[src/rtl/robertsons_pkg.sv]
// +--------------------------------------------------------------------+
// | robertsons_pkg: shared types/constants for the Robertson controller |
// | Rev 1.0                                                            |
// +--------------------------------------------------------------------+
`default_nettype none

package robertsons_pkg;

  localparam int DEFAULT_WIDTH = 16;

  // Matches the A:Q shift register mode input.
  localparam logic SHIFT_ARITH = 1'b0;
  localparam logic SHIFT_LOGIC = 1'b1;

  typedef enum logic [2:0] {
    IDLE  = 3'd0,
    LOAD  = 3'd1,
    TEST  = 3'd2,
    ADD   = 3'd3,
    SHIFT = 3'd4,
    DONE  = 3'd5
  } state_t;

endpackage : robertsons_pkg

`default_nettype wire

[src/rtl/robertsons_controller_if.sv]
// +--------------------------------------------------------------------+
// | robertsons_controller_if: controller <-> datapath/host signals     |
// | Rev 1.0                                                            |
// +--------------------------------------------------------------------+
`default_nettype none

interface robertsons_controller_if
  import robertsons_pkg::*;
#(
  parameter int CNT_W = $clog2(DEFAULT_WIDTH)
) ();

  logic             start;
  logic             q0;
  logic             load;
  logic             add_en;
  logic             sub;
  logic             shift_en;
  logic             shift_mode;
  logic             busy;
  logic             done;
  logic [CNT_W-1:0] iter;

  modport master (
    input  start, q0,
    output load, add_en, sub, shift_en, shift_mode, busy, done, iter
  );

  modport slave (
    output start, q0,
    input  load, add_en, sub, shift_en, shift_mode, busy, done, iter
  );

endinterface : robertsons_controller_if

`default_nettype wire

[src/rtl/robertsons_controller_iteration_counter.sv]
// +--------------------------------------------------------------------+
// | robertsons_controller_iteration_counter: loadable down-counter     |
// | that saturates at zero and flags it.            Rev 1.0            |
// +--------------------------------------------------------------------+
`default_nettype none

module robertsons_controller_iteration_counter #(
  parameter int CNT_W = 4
) (
  input  wire logic             clk,
  input  wire logic             rst_n,
  input  wire logic             i_load,
  input  wire logic             i_dec,
  input  wire logic [CNT_W-1:0] i_load_val,
  output      logic [CNT_W-1:0] o_count,
  output      logic             o_zero
);

  logic [CNT_W-1:0] r_count;

  always_ff @(posedge clk or negedge rst_n) begin
    if (!rst_n) begin
      r_count <= '0;
    end else if (i_load) begin
      r_count <= i_load_val;
    end else if (i_dec && (r_count != '0)) begin
      r_count <= r_count - CNT_W'(1);
    end
  end

  assign o_count = r_count;
  assign o_zero  = (r_count == '0);

endmodule : robertsons_controller_iteration_counter

`default_nettype wire

[src/rtl/robertsons_controller.sv]
// +--------------------------------------------------------------------+
// | robertsons_controller: sequences the Robertson signed multiplier   |
// | datapath (load, add/sub-or-skip, arithmetic shift). Rev 1.0        |
// +--------------------------------------------------------------------+
`default_nettype none

module robertsons_controller
  import robertsons_pkg::*;
#(
  parameter int WIDTH = DEFAULT_WIDTH,
  parameter int CNT_W = $clog2(WIDTH)
) (
  input wire logic              clk,
  input wire logic              rst_n,
  robertsons_controller_if.master bus
);

  localparam logic [CNT_W-1:0] c_iter_last = CNT_W'(WIDTH - 1);

  state_t           r_state;
  logic             r_load;
  logic             r_add_en;
  logic             r_sub;
  logic             r_shift_en;
  logic             r_busy;
  logic             r_done;

  logic [CNT_W-1:0] w_iter;
  logic             w_iter_zero;
  logic             w_cnt_load;
  logic             w_cnt_dec;

  assign w_cnt_load = (r_state == LOAD);
  assign w_cnt_dec  = (r_state == SHIFT);

  robertsons_controller_iteration_counter #(
    .CNT_W (CNT_W)
  ) u_iter_cnt (
    .clk        (clk),
    .rst_n      (rst_n),
    .i_load     (w_cnt_load),
    .i_dec      (w_cnt_dec),
    .i_load_val (c_iter_last),
    .o_count    (w_iter),
    .o_zero     (w_iter_zero)
  );

  // Outputs are registered alongside the state they belong to.
  always_ff @(posedge clk or negedge rst_n) begin
    if (!rst_n) begin
      r_state    <= IDLE;
      r_load     <= 1'b0;
      r_add_en   <= 1'b0;
      r_sub      <= 1'b0;
      r_shift_en <= 1'b0;
      r_busy     <= 1'b0;
      r_done     <= 1'b0;
    end else begin
      r_load     <= 1'b0;
      r_add_en   <= 1'b0;
      r_sub      <= 1'b0;
      r_shift_en <= 1'b0;
      r_done     <= 1'b0;
      case (r_state)
        IDLE: begin
          if (bus.start) begin
            r_state <= LOAD;
            r_load  <= 1'b1;
            r_busy  <= 1'b1;
          end
        end
        LOAD: begin
          r_state <= TEST;
        end
        TEST: begin
          if (bus.q0) begin
            r_state  <= ADD;
            r_add_en <= 1'b1;
            // Last iteration weighs the multiplier sign bit negatively.
            r_sub    <= w_iter_zero;
          end else begin
            r_state    <= SHIFT;
            r_shift_en <= 1'b1;
          end
        end
        ADD: begin
          r_state    <= SHIFT;
          r_shift_en <= 1'b1;
        end
        SHIFT: begin
          if (w_iter_zero) begin
            r_state <= DONE;
            r_done  <= 1'b1;
          end else begin
            r_state <= TEST;
          end
        end
        DONE: begin
          r_state <= IDLE;
          r_busy  <= 1'b0;
        end
        default: begin
          r_state <= IDLE;
          r_busy  <= 1'b0;
        end
      endcase
    end
  end

  assign bus.load       = r_load;
  assign bus.add_en     = r_add_en;
  assign bus.sub        = r_sub;
  assign bus.shift_en   = r_shift_en;
  assign bus.shift_mode = SHIFT_ARITH;
  assign bus.busy       = r_busy;
  assign bus.done       = r_done;
  assign bus.iter       = w_iter;

endmodule : robertsons_controller

`default_nettype wire

[src/flat_wrapper.sv]
// flat-port wrapper written by rule: the top's interface ports become plain ports
module robertsons_controller_flat import robertsons_pkg::*;
#(
  parameter int WIDTH = DEFAULT_WIDTH,
  parameter int CNT_W = $clog2(WIDTH)
)
  (clk, rst_n, bus_start, bus_q0, bus_load, bus_add_en, bus_sub, bus_shift_en, bus_shift_mode, bus_busy, bus_done, bus_iter);
  robertsons_controller_if #(.CNT_W(CNT_W)) bus_i ();
  input wire logic clk;
  input wire logic rst_n;
  input wire logic [$bits(bus_i.start)-1:0] bus_start;
  input wire logic [$bits(bus_i.q0)-1:0] bus_q0;
  output wire logic [$bits(bus_i.load)-1:0] bus_load;
  output wire logic [$bits(bus_i.add_en)-1:0] bus_add_en;
  output wire logic [$bits(bus_i.sub)-1:0] bus_sub;
  output wire logic [$bits(bus_i.shift_en)-1:0] bus_shift_en;
  output wire logic [$bits(bus_i.shift_mode)-1:0] bus_shift_mode;
  output wire logic [$bits(bus_i.busy)-1:0] bus_busy;
  output wire logic [$bits(bus_i.done)-1:0] bus_done;
  output wire logic [$bits(bus_i.iter)-1:0] bus_iter;
  assign bus_i.start = bus_start;
  assign bus_i.q0 = bus_q0;
  assign bus_load = bus_i.load;
  assign bus_add_en = bus_i.add_en;
  assign bus_sub = bus_i.sub;
  assign bus_shift_en = bus_i.shift_en;
  assign bus_shift_mode = bus_i.shift_mode;
  assign bus_busy = bus_i.busy;
  assign bus_done = bus_i.done;
  assign bus_iter = bus_i.iter;
  robertsons_controller #(.WIDTH(WIDTH), .CNT_W(CNT_W)) u_core (.clk(clk), .rst_n(rst_n), .bus(bus_i));
endmodule
[config.mk]
export PLATFORM = sky130hd
export DESIGN_NAME = robertsons_controller_flat
export DESIGN_NICKNAME = d
export VERILOG_FILES = /design/src/rtl/robertsons_pkg.sv /design/src/rtl/robertsons_controller_if.sv /design/src/rtl/robertsons_controller_iteration_counter.sv /design/src/rtl/robertsons_controller.sv /design/src/flat_wrapper.sv
export SDC_FILE = /design/constraint.sdc
export NUM_CORES = 1
export LEC_CHECK = 0
export ABC_AREA = 1
export BUFFER_PORTS_ARGS = -buffer_cell sky130_fd_sc_hd__buf_4
export CORE_MARGIN = 2
export CORE_UTILIZATION = 44
export DETAILED_ROUTE_END_ITERATION = 8
export MAX_ROUTING_LAYER = met4
export PLACE_DENSITY = 0.7
export SKIP_CTS_REPAIR_TIMING = 1
export SLEW_MARGIN = 40
export SYNTH_ARGS = -nofsm -noshare
export SYNTH_HDL_FRONTEND = slang
export SYNTH_SLANG_ARGS = --single-unit
[constraint.sdc]
create_clock -name clk -period 1.1 [get_ports clk]
set_input_delay 0.22 -clock clk [delete_from_list [all_inputs] [get_ports clk]]
set_output_delay 0.22 -clock clk [all_outputs]
set_load 0.03 [all_outputs]
==> results of run 1 <==
[power by group through the flow]
stage / registers, uW / clock network [uW] / logic [uW]
final: 761 / 287 / 1280
after global routing: 789 / 340 / 1410
after CTS: 752 / 300 / 1150
after detailed placement: 762 / 0 / 1140
after global placement: 758 / 0 / 1140
after floorplan: 998 / 0 / 531
[flip-flops by register name, summed over array words and instances, names as in the netlist]
name                       flops
u_core.bus.done                1
u_core.bus.sub                 1
u_core.bus.load                1
u_core.u_iter_cnt.o_count      4
u_core.bus.shift_en            1
u_core.bus.busy                1
u_core.bus.add_en              1
u_core.r_state                 3
[placed cells by master, fill, tap and decap left out, types with 2 or more instances in the layout]
cell type / instances
dfrtp_1: 11
nand2_2: 2
nand3_1: 9
nand2_1: 15
buf_4: 14
buf_6: 5
nor2_1: 6
inv_1: 8
clkbuf_4: 3
nand2_4: 2
inv_2: 5
dfrtp_2: 2
[how the worst max path moves through the flow]
stage / end / from / slack (ns)
floorplan: u_core.u_iter_cnt.o_count[3] / u_core.u_iter_cnt.o_count[0] / -0.05
global placement: u_core.u_iter_cnt.o_count[3] / u_core.u_iter_cnt.o_count[1] / 0.02
detailed placement: u_core.u_iter_cnt.o_count[3] / u_core.u_iter_cnt.o_count[1] / -0.005
CTS: bus_iter[0] / u_core.u_iter_cnt.o_count[0] / -0.11
global route: bus_iter[0] / u_core.u_iter_cnt.o_count[0] / -0.11
finish: bus_iter[0] / u_core.u_iter_cnt.o_count[0] / -0.07
[cells by family after synthesis]
kind of cell / Yosys count / share of synthesized area [%]
AOI/OAI and AO/OA: 2 / 1.71
adders and majority gates: 1 / 2.13
and+or+nand+nor: 37 / 30.5
DFF: 13 / 55.4
other: 1 / 0.639
buffers and inverters: 14 / 9.60
[per-layer routing]
| metal | vias to the layer above | part of all wire, % |
|---|---|---|
| met4 | 0 | 0 |
| met5 | - | 0 |
| met2 | 11 | 54 |
| met3 | 0 | 4.4 |
| li1 | 253 | - |
| met1 | 227 | 42 |
[critical path, cell delays in order (launching register included)]
cell	delay [ns]
dfrtp_2	0.43
buf_6	0.12
buf_6	0.13
[area by class of cell]
type	instances	share of cell area, %
clock buffers	4	3.18
flip-flops and latches	13	39.7
inverters	13	5.91
repair buffers	20	20.8
multi-input cells	41	28.2
well taps	15	2.27
[per-stage QoR]
stage	setup TNS, ns	power [uW]
after floorplan	-0.107	1530
after global placement	0	1890
after detailed placement	-0.00485	1910
after CTS	-0.214	2200
after global routing	-0.528	2540
final	-0.123	2330
==> run metrics, run 1 <==
run status finished with violations; violated checks setup timing; DIE HEIGHT 40.5 um; startpoint of the tightest hold check path bus_start; met3 routing resource usage after global routing 5.00%; sum of overflow across all layers after global routing 0; synthesized instance count 68; Yosys cell types 15; critical path endpoint category primary output; netlist area before placement 587 um2; largest driver fanout on the critical path 2; Setup violations, final 4; total core area 1270 um2; Clock Skews 0.000477 ns; Leak Pwr 0.000465 uW; number of sinks driven by the clock tree 13; max-slew violation total from the final report 0; maximum capacitance violations 0; detailed-route wire length 1.07 mm; Reg2Reg Setup Slack -0.02 ns; CP startpoint kind flip-flop; smallest setup slack after layout -0.0655 ns; initial cell density of the core 46.3%; period utilization 106%; combinational group share of total power 55.1%; reg-to-reg critical path startpoint u_core.u_iter_cnt.o_count[1]; Internal Pwr Total 1330 uW; Final Hold Violating Endpoints 0; area taken by flip-flops and latches 328 um2; met1 Usage GRT 19.1%; Register-to-Register Path Depth 7; min cycle time layout 1.17 ns; cell depth of the worst hold path 3; Multi-input gate area 233 um2; cts bufs inserted 3; row count 13; Port-buffer cells 13; syn nets 73; count of warnings emitted by yosys 0; Post-synth top flop dfrtp_1; Area Growth Syn to Fin 40.7%; switching component of the power 1000 uW; Worst EP arrival 0.95 ns; final net count 97; most common library cells after synthesis nand2_1, dfrtp_1, inv_1, nand3_1, nor2_1; post-detailed-placement cell area 741 um2; Top Usage Layer GRT met2; Setup Crit Path Kind flip-flop to primary output; largest net degree at the start of global routing 14; initial antenna violation count 0; net switching fraction of the power 43.0%; clock tree from TritonCTS done; via count of the first global-routing pass 387; cell types with the largest area share after synthesis dfrtp_1, nand2_1, nand3_1; setup repair after global routing missed its margin true; critical register-to-register path endpoint u_core.u_iter_cnt.o_count[3]; detailed-router iteration count before antenna repair 4; Hold EP u_core.bus.load; maximum clock rate 858 MHz; wire length of the first global-routing pass 1.59 mm; clock latency of the later-clocked register in the worst-skew pair 0.27 ns; Routed WL per cell 10.1 um; data required time at the worst endpoint 0.88 ns; Boundary Pins 15; final antenna-violating net count 0; most frequently used cell type in the post-synthesis netlist nand2_1; post-detailed-placement half-perimeter wirelength 779 um; number of violations reported at the end of detailed-routing iteration 0 8; Design Area, Final 826 um2; worst hold margin 0.191 ns; GR met2 Demand/Resource 23.4%; number of flops mapped to enable cells by yosys 0; floorplan die area 1640 um2; post-placement cell count 98; overall fraction of global-route tracks in use 16.1%; maximum vdd drop 1280 uV; total vias in the final route 491; buffer cell driving the clock tree root clkbuf_4; share of synthesized area occupied by flip-flops and latches 55.4%; overall die width 40.5 um; leading area contributor after synthesis dfrtp_1; CTS clk-pin slew, worst paths 0.07 ns; post-synthesis async set-or-reset flop share 100%; flip-flop and latch count after synthesis 13; worst min-delay path category input port to flip-flop; share of total power in the clock network 12.3%; via count normalized by instance count 4.63; maximum level of the CTS H-tree 1; count of antenna diodes in the layout 0; number of remaining DRC errors 0; mean instance size in the synthesized netlist 8.63 um2; fraction of post-synthesis cell area in the top cell type by area 55.4%; layout filler cell count 113; layout cells sized above 1 39.6%; total power divided by cell area 2820 nW/um2; CTS Buffer Depth 2; Post-Route Utilization 65.1%; final std cells w/o fill 106; sequential share of power 32.6%; routability congestion estimate 0.774; pre-CTS WS -0.00485 ns
Power figures use the tool's default switching activity.
==> inputs of run 2 (changes only) <==
- CORE_ASPECT_RATIO: default -> 1.1
- CORE_UTILIZATION: 44 -> 40
- CTS_CLUSTER_DIAMETER: default -> 80
- PLACE_DENSITY: 0.7 -> 0.64
==> run 2 against run 1 <==
Against the previous run:
- the flow still finishes with violations (setup timing)
- clock power grew 4%
- wire length grew 7.0%
- utilization shrank 2.8 points
- critical endpoint is now bus_iter[1]
==> run metrics, run 2 (synthesis results as in run 1) <==
clock latency of the later-clocked register in the worst-skew pair 0.28 ns; Setup Crit Path Kind flip-flop to primary output; min cycle time layout 1.18 ns; row count 14; maximum clock rate 849 MHz; flip-flop count of the largest register after layout 4; critical path endpoint category primary output; Leak Pwr 0.000478 uW; largest net degree at the start of global routing 14; final antenna-violating net count 0; maximum level of the CTS H-tree 1; violated checks setup timing; layout filler cell count 123; Final Hold Violating Endpoints 0; total vias in the final route 504; Internal Pwr Total 1360 uW; net switching fraction of the power 43.4%; final std cells w/o fill 108; detailed-route wire length 1.14 mm; max-slew violation total from the final report 0; data required time at the worst endpoint 0.88 ns; CTS clk-pin slew, worst paths 0.08 ns; floorplan die area 1790 um2; initial antenna violation count 0; buffer cell driving the clock tree root clkbuf_4; Setup violations, final 5; clock tree from TritonCTS done; Area Growth Syn to Fin 45.0%; post-placement cell count 100; cts bufs inserted 3; routability congestion estimate 0.803; smallest setup slack after layout -0.0781 ns; switching component of the power 1040 uW; wire length of the first global-routing pass 1.82 mm; Worst EP arrival 0.96 ns; Boundary Pins 15; CP startpoint kind flip-flop; number of remaining DRC errors 0; period utilization 107%; CTS Buffer Depth 2; worst min-delay path category input port to flip-flop; total power divided by cell area 2830 nW/um2; share of total power in the clock network 12.4%; overall fraction of global-route tracks in use 16.4%; combinational group share of total power 55.9%; most frequent cells in the layout nand2_1, buf_4, dfrtp_1, inv_1, nand3_1; overall die width 40.5 um; final net count 98; sum of overflow across all layers after global routing 0; number of sinks driven by the clock tree 13; overall power of the completed layout 2410 uW; maximum vdd drop 1240 uV; via count normalized by instance count 4.67; post-detailed-placement half-perimeter wirelength 795 um; run status finished with violations; initial cell density of the core 42.9%; largest driver fanout on the critical path 3; Clock Skews 0.000492 ns; detailed-router iteration count before antenna repair 4; number of violations reported at the end of detailed-routing iteration 0 9; setup repair after global routing missed its margin true; maximum capacitance violations 0; sequential share of power 31.8%; post-detailed-placement cell area 749 um2; Design Area, Final 851 um2; commonest non-fill, non-tap cell in the layout nand2_1; layout cells sized above 1 43.5%; DIE HEIGHT 44.2 um; total negative slack for setup checks -0.210 ns; Routed WL per cell 10.6 um; count of antenna diodes in the layout 0; total core area 1370 um2; Port-buffer cells 13; pre-CTS WS 0.0123 ns; via count of the first global-routing pass 439
-- run 2: stage by stage --
stage               hold slack [ns]  util (%)
CTS                          -0.230      56.9
global placement             0.0710      54.9
global route                  0.217      62.3
detailed placement           0.0729      54.9
floorplan                   -0.0756         -
finish                        0.182      62.3
-- run 2: power groups by stage --
stage / Clock, uW / Combinational, uW / Sequential (uW)
floorplan: 0 / 531 / 998
global placement: 0 / 1160 / 752
detailed placement: 0 / 1170 / 756
CTS: 302 / 1180 / 746
global route: 328 / 1490 / 788
finish: 298 / 1340 / 765
-- run 2: cell type report --
cell class / count / area, um2 / area share [%]
clock buffer: 3 / 22.5 / 2.65
clock inverter: 1 / 5.00 / 0.588
inverter: 13 / 48.8 / 5.74
multi-input combinational: 41 / 240 / 28.2
sequential: 13 / 328 / 38.5
tap: 16 / 20.0 / 2.35
timing repair buffer: 21 / 186 / 21.9
-- run 2: metal layers --
metal  wire length, um  up-vias  GRT usage (%)
met5                 0        -              -
met4                35        0           12.0
met1               468      229           18.4
met2               564       16           24.1
li1                  -      255              -
met3                74        4           4.52
-- run 2: final timing paths --
check	startpoint	end	slack, ns	cells past startpoint
worst max-delay path	u_core.u_iter_cnt.o_count[1]	bus_iter[1]	-0.08	2
worst min-delay path	bus_q0	u_core.bus.add_en	0.18	3
worst max register to register	u_core.u_iter_cnt.o_count[0]	u_core.u_iter_cnt.o_count[3]	-0.02	7
worst min register to register	u_core.bus.busy	u_core.bus.busy	0.51	2
max in group asynchronous	rst_n	u_core.u_iter_cnt.o_count[1]	0.62	2
min in group asynchronous	rst_n	u_core.bus.done	0.31	2
-- run 2: critical path: stages (launching register included) --
cell	delay (ns)
dfrtp_2	0.43
buf_6	0.12
buf_6	0.13
